--- src/rtl/cop_ise_pkg.sv ---
// Shared opcodes, op/state encodings and instruction decode for the Xoodyak ISE co-processor.
// The serial rotator is enabled by defining XOODYAK_ISE_SERIAL_ROT_EN.
package cop_ise_pkg;

  localparam logic [6:0] CUSTOM_0 = 7'b0001011;
  localparam logic [6:0] CUSTOM_1 = 7'b0101011;
  localparam logic [6:0] CUSTOM_2 = 7'b1011011;
  localparam logic [6:0] CUSTOM_3 = 7'b1111011;

  typedef enum logic [1:0] {
    OP_NONE  = 2'd0,
    OP_ROLI  = 2'd1,
    OP_ROLIW = 2'd2,
    OP_ANDN  = 2'd3
  } op_e;

  typedef enum logic [1:0] {
    S_IDLE = 2'd0,
    S_EXEC = 2'd1,
    S_RESP = 2'd2
  } state_e;

  // roliw exists only on RV64, so it decodes to OP_NONE when xlen is 32.
  function automatic op_e decode_op(input logic [31:0] insn, input int unsigned xlen);
    logic [6:0] funct;
    funct     = insn[31:25];
    decode_op = OP_NONE;
    if (insn[6:0] == CUSTOM_0) begin
      if (funct[6:5] == 2'b00) begin
        decode_op = OP_ROLI;
      end else if (funct[6:5] == 2'b01 && xlen == 64) begin
        decode_op = OP_ROLIW;
      end
    end else if (insn[6:0] == CUSTOM_1 && funct == 7'b0000000) begin
      decode_op = OP_ANDN;
    end
  endfunction

endpackage

--- src/rtl/xoodyak_rot_unit.sv ---
// Combinational left rotator by 0..31 over XLEN bits, or over the low 32 bits in w32 mode.
// In w32 mode the upper result bits are zero; sign-extension happens at write-back.
module xoodyak_rot_unit #(
  parameter int unsigned XLEN = 64
) (
  input  logic [XLEN-1:0] data_i,
  input  logic [4:0]      amt_i,
  input  logic            w32_i,
  output logic [XLEN-1:0] rot_o
);

  logic [XLEN-1:0] rot_full;
  logic [31:0]     data_lo;
  logic [31:0]     rot_lo;

  always_comb begin
    data_lo  = data_i[31:0];
    // A right shift by the full width yields zero, so amt 0 needs no special case.
    rot_full = (data_i << amt_i) | (data_i >> (XLEN - 32'(amt_i)));
    rot_lo   = (data_lo << amt_i) | (data_lo >> (32 - 32'(amt_i)));
    rot_o    = w32_i ? XLEN'(rot_lo) : rot_full;
  end

endmodule

--- src/rtl/cop_ise_seq.sv ---
// Sequential Xoodyak ISE co-processor front end: decodes roli/roliw/andn, registers the result
// and holds it under back-pressure. Define XOODYAK_ISE_SERIAL_ROT_EN for the multi-cycle rotator.
module cop_ise_seq
  import cop_ise_pkg::*;
#(
  parameter int unsigned XLEN     = 64,
  parameter bit          ISE_V    = 1'b1,
  parameter int unsigned ROT_STEP = 4
) (
  input  logic            cop_clk,
  input  logic            cop_rst,
  input  logic            cop_valid,
  input  logic            cop_rdywr,
  output logic            cop_ready,
  output logic            cop_wait,
  output logic            cop_wr,
  input  logic [31:0]     cop_insn,
  input  logic [XLEN-1:0] cop_rs1,
  input  logic [XLEN-1:0] cop_rs2,
  output logic [XLEN-1:0] cop_rd
);

  if (!(XLEN == 32 || XLEN == 64)) begin : g_bad_xlen
    $error("cop_ise_seq: XLEN must be 32 or 64");
  end
  if (ROT_STEP < 1 || ROT_STEP > 16 || (ROT_STEP & (ROT_STEP - 1)) != 0) begin : g_bad_step
    $error("cop_ise_seq: ROT_STEP must be a power of two from 1 to 16");
  end

  state_e          state_q, state_d;
  op_e             op_q, op_d;
  logic [XLEN-1:0] work_q, work_d;

  op_e             dec_op;
  logic [4:0]      dec_amt;
  logic            accept;

  logic [XLEN-1:0] rot_in;
  logic [4:0]      rot_amt;
  logic            rot_w32;
  logic [XLEN-1:0] rot_out;

  assign dec_op  = ISE_V ? decode_op(cop_insn, XLEN) : OP_NONE;
  assign dec_amt = cop_insn[29:25];
  assign accept  = cop_valid && cop_ready && (dec_op != OP_NONE);

`ifdef XOODYAK_ISE_SERIAL_ROT_EN
  localparam logic [4:0] Step = 5'(ROT_STEP);

  logic [4:0] rem_q, rem_d;
  logic [4:0] step;

  assign step    = (rem_q > Step) ? Step : rem_q;
  assign rot_in  = work_q;
  assign rot_amt = step;
  assign rot_w32 = (op_q == OP_ROLIW);
`else
  assign rot_in  = cop_rs1;
  assign rot_amt = dec_amt;
  assign rot_w32 = (dec_op == OP_ROLIW);
`endif

  xoodyak_rot_unit #(
    .XLEN (XLEN)
  ) u_rot (
    .data_i (rot_in),
    .amt_i  (rot_amt),
    .w32_i  (rot_w32),
    .rot_o  (rot_out)
  );

  always_comb begin
    state_d = state_q;
    op_d    = op_q;
    work_d  = work_q;
`ifdef XOODYAK_ISE_SERIAL_ROT_EN
    rem_d   = rem_q;
`endif
    case (state_q)
      S_IDLE: begin
        if (accept) begin
          op_d    = dec_op;
          state_d = S_RESP;
          if (dec_op == OP_ANDN) begin
            work_d = cop_rs1 & ~cop_rs2;
          end else begin
`ifdef XOODYAK_ISE_SERIAL_ROT_EN
            work_d = cop_rs1;
            rem_d  = dec_amt;
            if (dec_amt != 5'd0) state_d = S_EXEC;
`else
            work_d = rot_out;
`endif
          end
        end
      end
      S_EXEC: begin
`ifdef XOODYAK_ISE_SERIAL_ROT_EN
        work_d = rot_out;
        rem_d  = rem_q - step;
        if (rem_d == 5'd0) state_d = S_RESP;
`else
        state_d = S_IDLE;
`endif
      end
      S_RESP: begin
        if (cop_rdywr) state_d = S_IDLE;
      end
      default: state_d = S_IDLE;
    endcase
  end

  always_ff @(posedge cop_clk or posedge cop_rst) begin
    if (cop_rst) begin
      state_q <= S_IDLE;
      op_q    <= OP_NONE;
      work_q  <= '0;
`ifdef XOODYAK_ISE_SERIAL_ROT_EN
      rem_q   <= '0;
`endif
    end else begin
      state_q <= state_d;
      op_q    <= op_d;
      work_q  <= work_d;
`ifdef XOODYAK_ISE_SERIAL_ROT_EN
      rem_q   <= rem_d;
`endif
    end
  end

  assign cop_ready = (state_q == S_IDLE) && !cop_rst;
  assign cop_wr    = (state_q == S_RESP);
`ifdef XOODYAK_ISE_SERIAL_ROT_EN
  assign cop_wait  = (state_q == S_EXEC);
`else
  assign cop_wait  = 1'b0;
`endif

  // roliw keeps its 32-bit rotation in the low word; widen with bit 31 only on write-back.
  always_comb begin
    cop_rd = '0;
    if (cop_wr) begin
      cop_rd = (op_q == OP_ROLIW) ? XLEN'(signed'(work_q[31:0])) : work_q;
    end
  end

endmodule

--- config.mk ---
export PLATFORM = sky130hd
export DESIGN_NAME = cop_ise_seq
export DESIGN_NICKNAME = d
export VERILOG_FILES = /design/src/rtl/cop_ise_pkg.sv /design/src/rtl/xoodyak_rot_unit.sv /design/src/rtl/cop_ise_seq.sv
export SDC_FILE = /design/constraint.sdc
export NUM_CORES = 1
export LEC_CHECK = 0
export BUFFER_PORTS_ARGS = -buffer_cell sky130_fd_sc_hd__buf_4
export CORE_MARGIN = 1.5
export CORE_UTILIZATION = 40
export DETAILED_ROUTE_END_ITERATION = 12
export GPL_TIMING_DRIVEN = 0
export HOLD_SLACK_MARGIN = 0.1
export PLACE_DENSITY = 0.62
export SLEW_MARGIN = 10
export SYNTH_ARGS = -nofsm -noshare
export SYNTH_HDL_FRONTEND = slang
export SYNTH_SLANG_ARGS = --single-unit
--- constraint.sdc ---
create_clock -name cop_clk -period 3.98 [get_ports cop_clk]
set_clock_uncertainty 0.2 [all_clocks]
set_input_delay 0.995 -clock cop_clk [delete_from_list [all_inputs] [get_ports cop_clk]]
set_output_delay 0.995 -clock cop_clk [all_outputs]
set_load 0.01 [all_outputs]
==> impl_summary.txt <==
----------------------------------------------------
[Outcome]
  Status ... finished, violations left
  Violations in the final reports ... setup timing

[Min path]
  Critical hold path startpoint ... work_q[24]
  End point of the worst hold path ... work_q[24]
  Hold/Removal Path Class ... reg -> reg
  Hold path depth ... 2

[Floorplanning]
  IO Count ... ~230
  Total die area ... slightly above 30000 um2
  Effective utilization at floorplan ... 0.4055
  Core Rows ... 63
  Die Y ... ~180 um
  Die boundary width ... about 180 um
  Core footprint ... slightly below 30000 um2

[Critical path]
  Launching element type of the critical path ... input pin
  Cell at the slowest stage of the critical path ... or4_4
  Crit-path max cell delay ... 0.61 ns
  Crit path capture type ... register
  Data required, critical path ... slightly below 4 ns
  Endpoint of the worst register-to-register path ... work_q[2]
  Worst reg2reg path depth ... 8
  Gate family responsible for the most delay along the worst path ... buffers and inverters
  Data arrival time of the worst path ... 4.10 ns
  Biggest fanout along the worst timing path ... 10
  Chain of cells forming the critical path ... buf_4 > or4_4 > nand2b_1 > buf_4 > buf_2 > buf_2 > o211ai_1 > o21ai_2 > a21oi_1 > a211oi_2 > o21ai_1
  Startpoint of the worst register-to-register path ... state_q[1]
  Kind of critical path ... in -> reg
  Worst reg-to-reg setup slack ... between 1 and 1.5 ns
  Total buffers and inverters traversed by the critical path ... 4

[Detailed routing]
  Number of iterations in the first detailed-routing pass ... 6
  Number of violations reported at the end of detailed-routing iteration 0 ... around 2.4k
  Post-route antenna net violation count ... 0
  Vias after detailed routing ... about 15k
  Wire length reported by the detailed router ... between 70000 and 80000 um
  Average wire length per cell after detail routing ... ~37 um
  Post-detailed-route via-to-cell ratio ... ~7.3
  Remaining design rule violation count ... 0

[Timing]
  Total Neg Setup Slack ... -0.1882 ns
  RSZ-0062 raised after global routing ... no
  Fin crit period ... slightly above 4 ns
  Post-route worst hold slack ... 0.2831 ns
  Worst Slack Setup Final ... -0.1137 ns
  Final count of hold timing violations ... 0
  Setup Viol. Count Final ... 3
  Max Slew Vio Count ... 0
  FMAX ... 244.3 MHz
  Worst Tran Pin Value ... 1.179 ns
  Rel. slew slack ... 0.2111
  Share of the clock period used by the worst path after layout ... 1.029

[Placement]
  Number of cells after detailed placement ... 2043
  Post-detailed-placement cell area ... 14110 um2
  DP HPWL ... 60260 um
  Pre-CTS worst setup slack ... -1.845 ns
  Placer congestion estimate ... roughly 1.1
  Input/output buffers ... roughly 210

[Synthesis]
  Number of enable-type register cells in the synthesized netlist ... 0
  Synthesized area per cell ... roughly 8.3 um2
  Gate Count Post-Synth ... 1444
  Post-synth design cell area ... around 12000 um2
  Share of synthesized registers carrying an async set or reset ... 1.000
  #FFs+latches synth ... 67
  Count of unique library cells instantiated by Yosys ... 83
  Synthesized netlist net count ... around 1.6k
  Predominant post-synthesis flop cell ... dfrtp_1
  Part of the Yosys area used for sequential elements ... 0.1395
  Warnings from Yosys ... 0

[Cells and area]
  Non-Filler Instances ... 2080
  FILL cells ... ~2.9k
  Sequential cell area in the final layout ... between 1500 and 2000 um2
  Final core area utilization ... 0.5239
  Most common cell after layout, fill and taps aside ... buf_4
  Number of nets in the layout ... between 1.5k and 2k
  Design area ... 15530 um2
  Fraction of final layout cells with drive strength greater than 1 ... 0.3701
  Top library cells by usage in the layout, fill and taps aside ... buf_4 (233), a21oi_1 (168), nand2_1 (151)
  Relative area change from synthesis to final layout ... 29.19%
  Combined area of the multi-input logic cells ... 10170 um2

[Pwr]
  PD cells ... ~260 nW/um2
  Leakage power total ... 6.243 nW
  Tot Pwr ... a little over 4 mW
  Worst vdd ir ... between 0.00015 and 0.0002 V

[Clock network]
  Library cell used as clock root buffer ... clkbuf_16
  CTS max path bufs ... 2
  CTS H-tree depth ... 3
  Num Clock Sinks ... between 60 and 70
  TritonCTS clock tree ... yes
  CTS clock-pin slew for the worst setup and hold paths ... around 0.06 ns
  Num CTS Buffers ... 9
  Clock latency of the later-clocked register in the worst-skew pair ... 0.35 ns

[Global routing]
  Vias in the first global route ... 14.22k
  Total gr overflow ... 0
  Pin count of the biggest net entering global routing ... 53
  Number of antenna violations at the first check in global routing ... 5
  Overall Global Routing Usage ... 0.4862
  Global-route wire length before repair ... about 110000 um
  Met3 Use GR ... 0.1826
  Global-route layer with the greatest usage ... met2
  Met2 track demand over resource ... 0.6973
  Global Route met1 Usage ... 0.6217

[Run]
  Number of violations of the max-capacitance limit ... 0

----------------------------------------------------
## registers in the layout (all words and copies together), names as in the netlist
name	flops
op_q	2
state_q	1
work_q	64
## cell type report
cell class | count | share of cell area
Antenna cell | 4 | 0.0006447
Inverter | 32 | 0.008220
Clock inverter | 7 | 0.006447
Timing Repair Buffer | 229 | 0.1152
Buffer | 146 | 0.06036
Tap cell | 390 | 0.03143
Multi-Input combinational cell | 1196 | 0.6552
Sequential cell | 67 | 0.1080
Clock buffer | 9 | 0.01451
## power by group
| group | switching, mW | internal, mW | leakage [nW] | total [mW] |
|---|---|---|---|---|
| logic | 1.48 | 0.899 | 5.16 | 2.38 |
| registers | 0.0134 | 0.704 | 0.918 | 0.718 |
| clock network | 0.376 | 0.555 | 0.160 | 0.932 |
| total | 1.87 | 2.16 | 6.24 | 4.03 |
## cell usage after synthesis, types with 19 or more instances
| library cell | instances | share of area |
|---|---|---|
| nand3_1 | 21 | 0.0087 |
| buf_2 | 43 | 0.018 |
| o211ai_1 | 21 | 0.013 |
| a31oi_1 | 25 | 0.013 |
| nor2_1 | 128 | 0.040 |
| nand2b_1 | 25 | 0.013 |
| mux2_2 | 60 | 0.056 |
| and2_1 | 47 | 0.024 |
| nand2_1 | 154 | 0.048 |
| mux2i_1 | 99 | 0.082 |
| a21oi_1 | 183 | 0.076 |
| o21ai_0 | 95 | 0.040 |
| clkbuf_1 | 75 | 0.023 |
| nor3_1 | 21 | 0.0087 |
| o32a_1 | 19 | 0.016 |
| inv_1 | 29 | 0.0091 |
| mux4_2 | 116 | 0.22 |
| nor4b_1 | 25 | 0.018 |
| dfrtp_1 | 67 | 0.14 |
## worst reg2reg max path: stages, from the launching register on
cell      delay (ns)
dfrtp_1         0.48
nor2_1          0.18
nand4_1         0.33
or2_0           0.44
clkbuf_1        0.38
a21oi_1         0.38
o211ai_1        0.17
a21oi_2         0.18
a21oi_1         0.11
## worst max path at each step
stage                             from          to  slack [ns]  depth (start not counted)
after global routing      cop_insn[28]  work_q[26]       0.007                         11
after floorplan           cop_insn[26]   work_q[7]        0.01                         14
after CTS                 cop_insn[25]  work_q[18]       -0.03                         13
after global placement    cop_insn[26]   work_q[1]       -1.95                         13
after detailed placement  cop_insn[26]   work_q[1]       -1.85                         13
final                     cop_insn[28]  work_q[26]       -0.11                         11
## routing by layer
layer  vias up  part of all wire  wire [um]
li1       6034                 -          -
met1      7310              0.37      27990
met2      1469              0.40      30940
met3       349              0.15      11400
met4         6             0.078       5952
met5         -            0.0023        177
## what timing repair did
item                                    4_1_cts  5_1_grt
setup buffers                                 7       13
resized for setup                           154       69
pin swaps                                     9       11
endpoints found under the setup margin       66       64
hold buffers                                  0        0
## kinds of logic (layout without fill, tap and decap cells)
group | Yosys count | count (layout) | share of synthesized area
AOI/OAI and AO/OA | 450 | 450 | 0.2296
other | 1 | 5 | 0.0003120
muxes | 280 | 280 | 0.3657
adders and majority gates | 1 | 1 | 0.001041
xor gates and xnor gates | 4 | 4 | 0.004165
DFF | 67 | 67 | 0.1395
and+or+nand+nor | 460 | 460 | 0.1865
buffers and inverters | 181 | 423 | 0.07319
(Power assumes the default switching activity.)
